`src/rtl/brv32p_pkg.sv`:
```
// Shared pipeline types for the brv32p core: writeback source select,
// load funct3 encodings and the writeback stage holding register.
package brv32p_pkg;

  typedef enum logic [1:0] {
    WB_ALU  = 2'd0,
    WB_LOAD = 2'd1,
    WB_PC4  = 2'd2,
    WB_CSR  = 2'd3
  } wb_sel_t;

  localparam logic [2:0] LB  = 3'b000;
  localparam logic [2:0] LH  = 3'b001;
  localparam logic [2:0] LW  = 3'b010;
  localparam logic [2:0] LBU = 3'b100;
  localparam logic [2:0] LHU = 3'b101;

  typedef enum logic [1:0] {
    ST_EMPTY   = 2'd0,
    ST_HOLD    = 2'd1,
    ST_WAIT_LD = 2'd2
  } wb_state_t;

  // One in-flight instruction as captured from MEM
  typedef struct packed {
    logic        rd_we;
    logic [4:0]  rd_addr;
    wb_sel_t     wb_sel;
    logic [31:0] alu_result;
    logic [31:0] pc4;
    logic [31:0] csr_rdata;
    logic [2:0]  ld_funct3;
    logic [1:0]  addr_lo;
  } wb_entry_t;

endpackage

```
`src/rtl/load_align.sv`:
```
// Load data alignment: picks the byte/halfword addressed by addr_lo out of
// the raw bus word and sign- or zero-extends it. Unknown funct3 passes the word.
module load_align
  import brv32p_pkg::*;
(
  input  logic [2:0]  funct3,
  input  logic [1:0]  addr_lo,
  input  logic [31:0] rdata,
  output logic [31:0] data
);

  logic [7:0]  byte_sel;
  logic [15:0] half_sel;

  // Lane select then extension by load type
  always_comb begin
    byte_sel = rdata[{addr_lo, 3'b000} +: 8];
    half_sel = addr_lo[1] ? rdata[31:16] : rdata[15:0];
    case (funct3)
      LB:      data = {{24{byte_sel[7]}}, byte_sel};
      LH:      data = {{16{half_sel[15]}}, half_sel};
      LBU:     data = {24'd0, byte_sel};
      LHU:     data = {16'd0, half_sel};
      default: data = rdata;
    endcase
  end

endmodule

```
`src/rtl/wb_stage.sv`:
```
// Writeback stage: holds one instruction from MEM, writes the register file
// once its result is available (immediately for non-loads, on the dmem
// response for loads) and mirrors that write as the forwarding source.
module wb_stage
  import brv32p_pkg::*;
#(
  parameter int XLEN = 32
) (
  input  logic            clk,
  input  logic            rst_n,
  input  logic            mem_valid,
  output logic            mem_ready,
  input  logic            mem_rd_we,
  input  logic [4:0]      mem_rd_addr,
  input  logic [1:0]      mem_wb_sel,
  input  logic [XLEN-1:0] mem_alu_result,
  input  logic [XLEN-1:0] mem_pc4,
  input  logic [XLEN-1:0] mem_csr_rdata,
  input  logic [2:0]      mem_ld_funct3,
  input  logic [1:0]      mem_addr_lo,
  input  logic            dmem_rvalid,
  input  logic [XLEN-1:0] dmem_rdata,
  input  logic            dmem_err,
  input  logic            flush,
  output logic            rf_wr_en,
  output logic [4:0]      rf_rd_addr,
  output logic [XLEN-1:0] rf_rd_data,
  output logic            fwd_valid,
  output logic [4:0]      fwd_rd_addr,
  output logic [XLEN-1:0] fwd_data,
  output logic            load_fault
);

  wb_state_t   state, nxt_state;
  wb_entry_t   held;
  logic        capture, ld_done, retire, wr_ok;
  logic [31:0] ld_data, res_data;

  load_align u_align (
    .funct3  (held.ld_funct3),
    .addr_lo (held.addr_lo),
    .rdata   (dmem_rdata),
    .data    (ld_data)
  );

  // Non-load result source; held fields are zero after reset so this is 0 then
  always_comb begin
    case (held.wb_sel)
      WB_PC4:  res_data = held.pc4;
      WB_CSR:  res_data = held.csr_rdata;
      default: res_data = held.alu_result;
    endcase
  end

  // Handshake, regfile write qualification and next state
  always_comb begin
    ld_done    = (state == ST_WAIT_LD) && dmem_rvalid;
    retire     = (state == ST_HOLD) || ld_done;
    mem_ready  = (state == ST_EMPTY) || retire;
    capture    = mem_valid && mem_ready && !flush;
    wr_ok      = held.rd_we && (held.rd_addr != 5'd0) && !flush;
    rf_wr_en   = wr_ok && ((state == ST_HOLD) || (ld_done && !dmem_err));
    load_fault = !flush && ld_done && dmem_err;
    rf_rd_addr = held.rd_addr;
    rf_rd_data = (state == ST_WAIT_LD) ? ld_data : res_data;
    nxt_state  = state;
    if (flush)        nxt_state = ST_EMPTY;
    else if (capture) nxt_state = (wb_sel_t'(mem_wb_sel) == WB_LOAD) ? ST_WAIT_LD : ST_HOLD;
    else if (retire)  nxt_state = ST_EMPTY;
  end

  // Forwarding view is exactly the regfile write
  always_comb begin
    fwd_valid   = rf_wr_en;
    fwd_rd_addr = rf_rd_addr;
    fwd_data    = rf_rd_data;
  end

  // State and held instruction; fields only load on capture
  always_ff @(posedge clk or negedge rst_n) begin
    if (!rst_n) begin
      state <= ST_EMPTY;
      held  <= '0;
    end else begin
      state <= nxt_state;
      if (capture) begin
        held.rd_we      <= mem_rd_we;
        held.rd_addr    <= mem_rd_addr;
        held.wb_sel     <= wb_sel_t'(mem_wb_sel);
        held.alu_result <= mem_alu_result;
        held.pc4        <= mem_pc4;
        held.csr_rdata  <= mem_csr_rdata;
        held.ld_funct3  <= mem_ld_funct3;
        held.addr_lo    <= mem_addr_lo;
      end
    end
  end

endmodule

```
`config.mk`:
```
export PLATFORM = sky130hd
export DESIGN_NAME = wb_stage
export DESIGN_NICKNAME = d
export VERILOG_FILES = /design/src/rtl/brv32p_pkg.sv /design/src/rtl/load_align.sv /design/src/rtl/wb_stage.sv
export SDC_FILE = /design/constraint.sdc
export NUM_CORES = 1
export LEC_CHECK = 0
export CAP_MARGIN = 15
export CORE_MARGIN = 2
export CORE_UTILIZATION = 36
export CTS_CLUSTER_DIAMETER = 50
export CTS_CLUSTER_SIZE = 14
export DETAILED_ROUTE_END_ITERATION = 8
export GPL_TIMING_DRIVEN = 0
export HOLD_SLACK_MARGIN = 0.05
export PLACE_DENSITY = 0.75
export SLEW_MARGIN = 10
export SYNTH_ARGS = -nofsm -noshare
export SYNTH_HDL_FRONTEND = slang
export SYNTH_SLANG_ARGS = --single-unit
```
`constraint.sdc`:
```
create_clock -name clk -period 2.7 [get_ports clk]
set_input_delay 0.81 -clock clk [delete_from_list [all_inputs] [get_ports clk]]
set_output_delay 0.81 -clock clk [all_outputs]
set_load 0.01 [all_outputs]
```
== After elaboration in Yosys (flattened, before gate mapping) ==
Index checks and enable logic that the tools add are counted.
Widths: inputs -> output; s select.

* $add $sub $neg: 0
* $mul: 0
* Divide/modulo/power cells: 0
* Magnitude comparators: 0
* Equality and inequality tests: 8
* Shifts and indexed selects: 1
* Muxes and demuxes: 8
* Bitwise logic cells: 0
* Reductions and logical operators: 18

{| class="wikitable"
|+ Operator list
! kind !! number
|-
| $pmux 32 s4 || 1
|-
| $pmux 32 s2 || 1
|-
| $mux 32 || 1
|-
| $shiftx 32x6->8 || 1
|-
| $mux 16 || 1
|-
| $logic_and 1x1->1 || 9
|-
| $mux 2 || 4
|-
| $eq 2x2->1 const B || 3
|-
| $eq 3x3->1 const B || 2
|-
| $reduce_bool 5->1 || 1
|-
| $eq 2x1->1 const B || 2
|-
| $eq 3x1->1 const B || 1
|-
| $logic_not 3->1 || 1
|-
| $logic_or 1x1->1 || 3
|-
| $reduce_bool 3->1 || 1
|-
| $logic_not 1->1 || 2
|-
| $logic_not 2->1 || 1
|}

* Bits in registers: 111
* Latch bits: 0
* RAM bits: 0
* Bits in read-only memories: 0
* Input bits: 147
* Logic and storage cells: 44
* Memories: 0

== Depth between registers and ports, before layout ==
Gate-level depths: netlist of the first run.

* Depth in word-level cells: 8
* Depth in mapped cells: 7
* Gate-level depth less buffers: 4

== By module ==
Synthesis of the first run repeated with hierarchy kept, for this count alone.

* Cells, all modules: 556
* Area total of the unflattened synthesis: 6852.8 µm²

{| class="wikitable"
|+ By module, submodules not included
! module !! instances !! cells an instance !! area an instance (µm²)
|-
| wb_stage || 1 || 438 || 6092.1
|-
| load_align || 1 || 118 || 760.7
|}

== Worst setup path before layout of the first run ==
OpenSTA, ideal clock, no wires.

* Path kind: input to output
* Start point: input dmem_rdata[31]
* End point: output rf_rd_data[20]
* Arrival: 2027 ps
* Required time: 1890 ps
* Slack: -137 ps
* Cell stages on the path: 6
* Buffers on the path: 2
* Cell sequence: mux4_2 -> nor2b_4 -> o21ai_4 -> buf_6 -> nand2_1 -> buf_4

* Cells in the longest elaborated chain, start to end: 3
* Elaborated cells on any way between the ends: 4
* Those cells by class: shift (1); mux (3)

{| class="wikitable"
|+ RTL lines
! item !! line !! RTL
|-
| start: declaration || wb_stage.sv:22 || <nowiki>input logic [XLEN-1:0] dmem_rdata,</nowiki>
|-
| $shiftx 32x6->8 or $mux 16 (tied branches) || load_align.sv:17, load_align.sv:18 ||
|-
| $pmux 32 s4 * || load_align.sv:19 || <nowiki>case (funct3)</nowiki>
|-
| $mux 32 * || wb_stage.sv:65 || <nowiki>rf_rd_data = (state == ST_WAIT_LD) ? ld_data : res_data;</nowiki>
|-
| end: declaration || wb_stage.sv:27 || <nowiki>output logic [XLEN-1:0] rf_rd_data,</nowiki>
|}

Mark *: on every way between the ends. The rest lies on a longest branch, timed or not.

== Worst setup path in the final report of the first run ==
* Start point: input dmem_rdata[31]
* End point: output rf_rd_data[23]

Same word-level chain as after synthesis.

==> impl_results.md, run 1 <==
- Run status: finished with violations
- Failing checks: negative setup slack
- Die extent in y: 134 µm
- Slew Limit Fails: 0
- VDD IR max: 0.419 mV
- Gpl congestion: 0.841
- Yosys reg bits: 111
- Async SR Flop Fraction: 100%
- Period minus WS final: 3.08 ns
- Critical path endpoint category: output port
- Nets: 954
- Via density: 5.17
- Final setup margin: -0.380 ns
- Worst Path Required: 1.89 ns
- Synth-to-layout area growth: 69.4%
- FP Rows: 47
- Setup tns final: -14.03 ns
- CTS hold repair buffers: 0
- Initial drt markers: 197
- CTS clk-pin slew, worst paths: 0.08 ns
- Vias: 5348
- Vias in the first global route: 5661
- Hold Slack: 0.373 ns
- Syn_area_per_cell: 11.5 µm²
- First-pass GRT wire length: 32.1 mm
- Antenna viol nets, final: 0
- Die ar.: 18000 µm²
- Initial antenna violation count: 4
- GR Overflow Total: 0
- # setup viols final: 63
- Synth area leaders: dfrtp_1 46%, mux2_2 16%, mux2_1 5.6%
- GRT Total Usage: 23.5%
- Post-detail-place hpwl: 15.2 mm
- Fin Clk Skew: 0.00942 ns
- RSZ-0062 raised after global routing: true
- CTS tree: yes
- Arrival @ worst endpoint: 2.27 ns
- H-tree Lvls: 3
- Synth Instances: 528
- Pwr dens: 637 nW/µm²
- Most used DFF post-synth: dfrtp_1
- Crit path max fanout: 7
- Hold Path Class: input pin to asynchronous set/reset pin
- Final wirelength: 21.3 mm
- Synthesized netlist net count: 675
- Chip width: 134 µm
- Layout cells sized above 1: 47.3%
- Part of the Yosys area used for sequential elements: 45.7%
- DRC: 0
- Port bufs: 224
- Synth area leader: dfrtp_1
- Sink count of the clock tree: 111
- Number of synthesized flops with an enable pin: 0
- Fmax: 325 MHz
- Period utilization: 114%
- Worst Setup Path Type: input pin to output port
- Largest net degree at the start of global routing: 66
- Nature of the critical path startpoint: input pin
- Synth top area share: 45.7%
- Leakage: 4.47 nW
- Yosys warns: 0
- Clock latency on the worst-skew pair: 0.36 ns
- Final hold violations: 0
- Netlist cell types: 36
- Wire length per cell: 20.6 µm
- Post-Place Worst Slack: -1.21 ns
- CTS root buf: clkbuf_16
- Relative slew slack: 66.5%
- MaxCap Viol Count: 0
- Core area: 16500 µm²
- Initial Util: 36.8%
- Clk buf depth: 2
- Post-place instance area: 8640 µm²
- I/O pin total: 225
- Most common cell after layout, fill and taps aside: clkdlybuf4s50_1
- Fill cells: 1277
- Final Instance Area: 10300 µm²
- Most frequent cells in the layout: 129 x clkdlybuf4s50_1, 106 x dfrtp_1, 99 x buf_6
- DR pass1 iterations: 5
- CTS buffer count: 9
- Post-Syn Area: 6080 µm²
- Worst-Margin Slew: 0.503 ns
-- registers in the layout, indices dropped and copies added, names as in the netlist --
register / flops
fwd_rd_addr: 5
state: 2
held: 104
-- critical path, cell delays in order --
cell and delay, ns:
buf_6 0.09, mux4_2 0.47, nor2b_4 0.16, o21ai_4 0.14, buf_12 0.16, buf_12 0.14, nand2_4 0.06, buf_6 0.11
buf_6 0.11
-- power breakdown --
group | internal [mW] | leakage [nW] | switching (mW) | total, mW
Sequential | 1.93 | 1.30 | 0.156 | 2.08
Clock | 0.825 | 0.153 | 0.676 | 1.50
Combinational | 1.73 | 3.02 | 1.25 | 2.98
-- what timing repair did --
action	in CTS	in global routing
pin swaps	41	19
gates resized for setup	531	64
setup endpoints to repair	68	67
cloned	1	0
buffers inserted	31	17
-- routing by layer --
layer | wire length [µm] | vias up | global-route usage [%] | share of wire [%]
met5 | 13 | - | 0 | 0.061
met2 | 10500 | 186 | 39.7 | 49
met3 | 1390 | 30 | 5.82 | 6.5
met4 | 445 | 2 | 5.85 | 2.1
met1 | 9000 | 2685 | 30.2 | 42
li1 | - | 2445 | - | -
-- stage by stage --
stage               instances  util (%)  power, mW
finish                   1035      62.4       6.56
global route             1035      62.4       6.86
CTS                      1019      59.8       6.35
detailed placement        973      52.3       4.45
global placement          972      52.1       4.40
floorplan                 528         -       3.31
-- final cells by class --
type,count,area [µm²],area share (%)
timing repair buffer,271,2710,26.3
clock inverter,7,101,0.983
inverter,2,11.3,0.109
clock buffer,9,225,2.19
sequential,111,2780,27.0
buffer,79,732,7.10
antenna,3,7.51,0.0728
multi-input combinational,333,3460,33.5
tap,220,275,2.67
-- kinds of logic (layout without fill, tap and decap cells) --
group,Yosys count,count (layout),share of synthesized area (%)
other cells,0,3,0
mux,150,150,27.3
simple gates,83,83,6.46
buf+inv,84,368,8.80
compound gates,100,100,11.8
flops,111,111,45.7
-- path summary, 6_finish.rpt --
check | endpoint | depth (start not counted) | start | slack [ns]
max | rf_rd_data[23] | 9 | dmem_rdata[31] | -0.38
min | held[32] | 1 | rst_n | 0.37
max reg2reg | held[65] | 7 | state[0] | 0.70
min reg2reg | held[43] | 1 | held[43] | 0.49
max in group asynchronous | held[2] | 2 | rst_n | 1.61
min in group clk | held[43] | 1 | held[43] | 0.49
-- cell usage after synthesis (3+ instances only) --
cell and n:
dfrtp_1 111, mux2_2 86, buf_4 43, mux2i_1 33
nand2_1 32, mux2_1 30, a21oi_1 26, nor3_1 19
buf_2 17, a211o_1 16, clkbuf_1 15, nor2_1 15
o21ai_0 9, a211oi_1 7, a221oi_1 7, a22o_1 7
nor2b_1 7, o211ai_1 7, o31ai_1 7, o32ai_1 7
buf_6 5, nand2b_1 3, o22ai_1 3
Note: power is estimated with default switching activity, not from simulation.
==> run 2, diff against run 1 <==
--- a/config.mk
+++ b/config.mk
@@ -8,13 +8,13 @@
 export CAP_MARGIN = 15
 export CORE_MARGIN = 2
 export CORE_UTILIZATION = 36
-export CTS_CLUSTER_DIAMETER = 50
 export CTS_CLUSTER_SIZE = 14
 export DETAILED_ROUTE_END_ITERATION = 8
 export GPL_TIMING_DRIVEN = 0
 export HOLD_SLACK_MARGIN = 0.05
-export PLACE_DENSITY = 0.75
+export PLACE_DENSITY = 0.73
 export SLEW_MARGIN = 10
 export SYNTH_ARGS = -nofsm -noshare
 export SYNTH_HDL_FRONTEND = slang
+export SYNTH_HIERARCHICAL = 1
 export SYNTH_SLANG_ARGS = --single-unit
==> run 2 against run 1 <==
The run still ends with negative setup slack left. Sequential share of layout area down 0.070 points. Hold slack worse by 0.021 ns. Final area up 0.17%. Clock power down 14%. Total power down 3.4%. Combinational power about the same. Clock skew about the same. Synthesized cell count up 5.3%. Die area up 12%. Critical path type unchanged. Largest cell class unchanged. Largest power group unchanged.
==> impl_results.md, run 2 <==
- Worst Setup Path Type: input pin to output port
- Vias: 5308 (-0.75%)
- Most common cell after layout, fill and taps aside: clkdlybuf4s50_1
- CTS clk-pin slew, worst paths: 0.07 ns (about the same)
- Syn_area_per_cell: 12.3 µm² (+7.0%)
- Post-Place Worst Slack: -1.17 ns (+0.0399 ns)
- Failing checks: negative setup slack
- VDD IR max: 0.284 mV (-32%)
- Worst Path Required: 1.89 ns (about the same)
- Count leader, synth: dfrtp_1
- Most frequent cells in the layout: 129 x clkdlybuf4s50_1, 108 x dfrtp_1, 100 x mux2_4
- CTS tree: yes
- Arrival @ worst endpoint: 2.36 ns (+0.09 ns)
- CTS root buf: clkbuf_16
- Post-Syn Area: 6850 µm² (+13%)
- GRT Total Usage: 20.9% (-2.5 points)
- Sink count of the clock tree: 111 (unchanged)
- Post-detail-place hpwl: 15.7 mm (+3.7%)
- # setup viols final: 64 (+1.6%)
- DRC: 0 (unchanged)
- Fin Clk Skew: 0.00897 ns (-0.000450 ns)
- Chip width: 142 µm (+6.0%)
- Final setup margin: -0.470 ns (-0.0903 ns)
- Part of the Yosys area used for sequential elements: 40.5% (-5.1 points)
- Fill cells: 1576 (+23%)
- Layout cells sized above 1: 42.2% (-5.1 points)
- Total power: 6.34 mW (-3.4%)
- Largest reg by FF count: held
- Area of the multi-input gates: 3610 µm² (+4.6%)
- CTS hold repair buffers: 0 (unchanged)
- Most used DFF post-synth: dfrtp_1
- DR pass1 iterations: 4 (-1)
- Period utilization: 117% (+3.3 points)
- Port bufs: 224 (unchanged)
- Core area: 18700 µm² (+13%)
- DP Cell Count: 1015 (+4.3%)
- MaxCap Viol Count: 0 (unchanged)
- Number of flip-flops in the largest register: 104 (unchanged)
- Clock latency on the worst-skew pair: 0.35 ns (about the same)
- RSZ-0062 raised after global routing: true
- Synth area leaders: dfrtp_1 41%, mux2_4 22%, mux2i_1 6.6%
- Nets: 973 (+2.0%)
- H-tree Lvls: 3 (unchanged)
- Final hold violations: 0 (unchanged)
- Hold Path Class: input pin to asynchronous set/reset pin
- Initial antenna violation count: 3 (-1)
- Fmax: 315 MHz (-2.8%)
- Sequential Area: 2780 µm² (about the same)
- Yosys warns: 6 (+6)
- Clk buf depth: 2 (unchanged)
- Synth area leader: dfrtp_1
- Fin cells: 1066 (+3.0%)
- GR Overflow Total: 0 (unchanged)
- Synth cell count leaders: 111 x dfrtp_1, 99 x mux2_4, 46 x buf_4, 45 x mux2i_1, 34 x nor2_1
- Via density: 4.98 (-3.6%)
- Run status: finished with violations
- Post-place instance area: 9420 µm² (+9.0%)
- Synth Instances: 556 (+5.3%)
- Final wirelength: 21.1 mm (-0.86%)
- Relative slew slack: 67.0% (+0.50 points)
- Global route hottest layer: met2
- Gpl congestion: 0.838 (-0.39%)
- FP Rows: 50 (+6.4%)
- Slew Limit Fails: 0 (unchanged)
- Die ar.: 20200 µm² (+12%)
- Synth top area share: 40.5% (-5.1 points)
- I/O pin total: 225 (unchanged)
- GR Util met2: 36.3% (-3.4 points)
- Number of synthesized flops with an enable pin: 0 (unchanged)
- Grt met1 use: 27.1% (-3.1 points)
- Netlist cell types: 38 (+5.6%)
- Final Instance Area: 10300 µm² (+0.17%)
- Yosys reg bits: 111 (unchanged)
- Period minus WS final: 3.17 ns (+0.0903 ns)
- Setup tns final: -19.18 ns (-5.15 ns)
- Leakage: 4.90 nW (+9.6%)
- Async SR Flop Fraction: 100% (unchanged)
- Largest net degree at the start of global routing: 76 (+15%)
- Worst-Margin Slew: 0.495 ns (-0.00747 ns)
- Nature of the critical path startpoint: input pin
- Wire length per cell: 19.8 µm (-3.7%)
- Crit path max fanout: 5 (-2)
- Antenna viol nets, final: 0 (unchanged)
- Critical path endpoint category: output port
- Vias in the first global route: 5643 (-0.32%)
- Synth-to-layout area growth: 50.6%
- Initial Util: 36.6% (-0.18 points)
- Initial drt markers: 317 (+61%)
- GR Util met3: 3.40% (-2.4 points)
- First-pass GRT wire length: 31.8 mm (-0.92%)
- Synthesized netlist net count: 703 (+4.1%)
- CTS buffer count: 9 (unchanged)
- Die extent in y: 142 µm (+6.0%)
- Pwr dens: 614 nW/µm² (-3.6%)
[run 2: cell count changes after synthesis, moves of 16 or more]
cell and change:
mux2_1 -20, a211o_1 -16, nor3_1 -19, mux2_4 +99
a21o_1 +33, a21oi_1 -18, nor2_1 +19, mux2_2 -84
a211oi_1 +26, nand3_1 +16
[run 2: cell type report]
class / instances / share of cell area, %
flip-flops and latches: 111 / 26.9
clock inverters: 7 / 0.461
clock buffers: 9 / 2.18
inverters: 5 / 0.255
repair buffers: 261 / 23.9
multi-input cells: 355 / 35.0
diodes: 1 / 0.0242
well taps: 234 / 2.84
plain buffers: 83 / 8.40
[run 2: worst paths after layout]
check,startpoint,slack [ns],to,depth (start not counted)
worst max-delay path,dmem_rdata[31],-0.47,fwd_data[22],7
worst min-delay path,rst_n,0.35,held[50],1
min in group clk,held[82],0.49,held[82],1
worst min register to register,held[82],0.49,held[82],1
worst max register to register,state[0],1.00,held[0],6
max in group asynchronous,rst_n,1.66,held[1],2
[run 2: cells by family (layout without fill, tap and decap cells)]
family	after synthesis	in the layout	share of synthesized area, %
AND/OR/NAND/NOR	102	102	7.43
AO/OA/AOI/OAI	96	96	10.5
multiplexers	157	157	30.6
buffers and inverters	90	365	11.0
other	0	1	0
flip-flops	111	111	40.5
[run 2: power breakdown]
part,switching [mW],internal [mW],leakage [nW],total [mW]
Clock,0.663,0.630,0.132,1.29
Sequential,0.170,1.93,1.30,2.10
Combinational,1.20,1.75,3.46,2.95
Total,2.03,4.31,4.90,6.34
[run 2: repair_timing]
action,4_1_cts,5_1_grt
gates resized for setup,428,47
gates cloned,3,0
setup buffers,32,8
pin swaps,39,30
setup endpoints to repair,68,65
[run 2: per-stage QoR]
stage	hold WS, ns	utilization, %
2_1_floorplan	0.458	-
3_3_place_gp	0.468	50.2
3_5_place_dp	0.477	50.3
4_1_cts	0.352	54.4
5_1_grt	0.368	55.2
6_report	0.352	55.2
[run 2: critical path, stage by stage]
cell and delay, ns:
buf_6 0.09, mux4_2 0.53, nand3_4 0.16, buf_6 0.17
nand3_2 0.08, a21o_1 0.22, dlygate4sd2_1 0.30
[run 2: metal layers]
metal,vias up,wire (µm)
met3,30,1130
met1,2609,9000
met4,2,362
met2,173,10600
met5,-,16
li1,2494,-
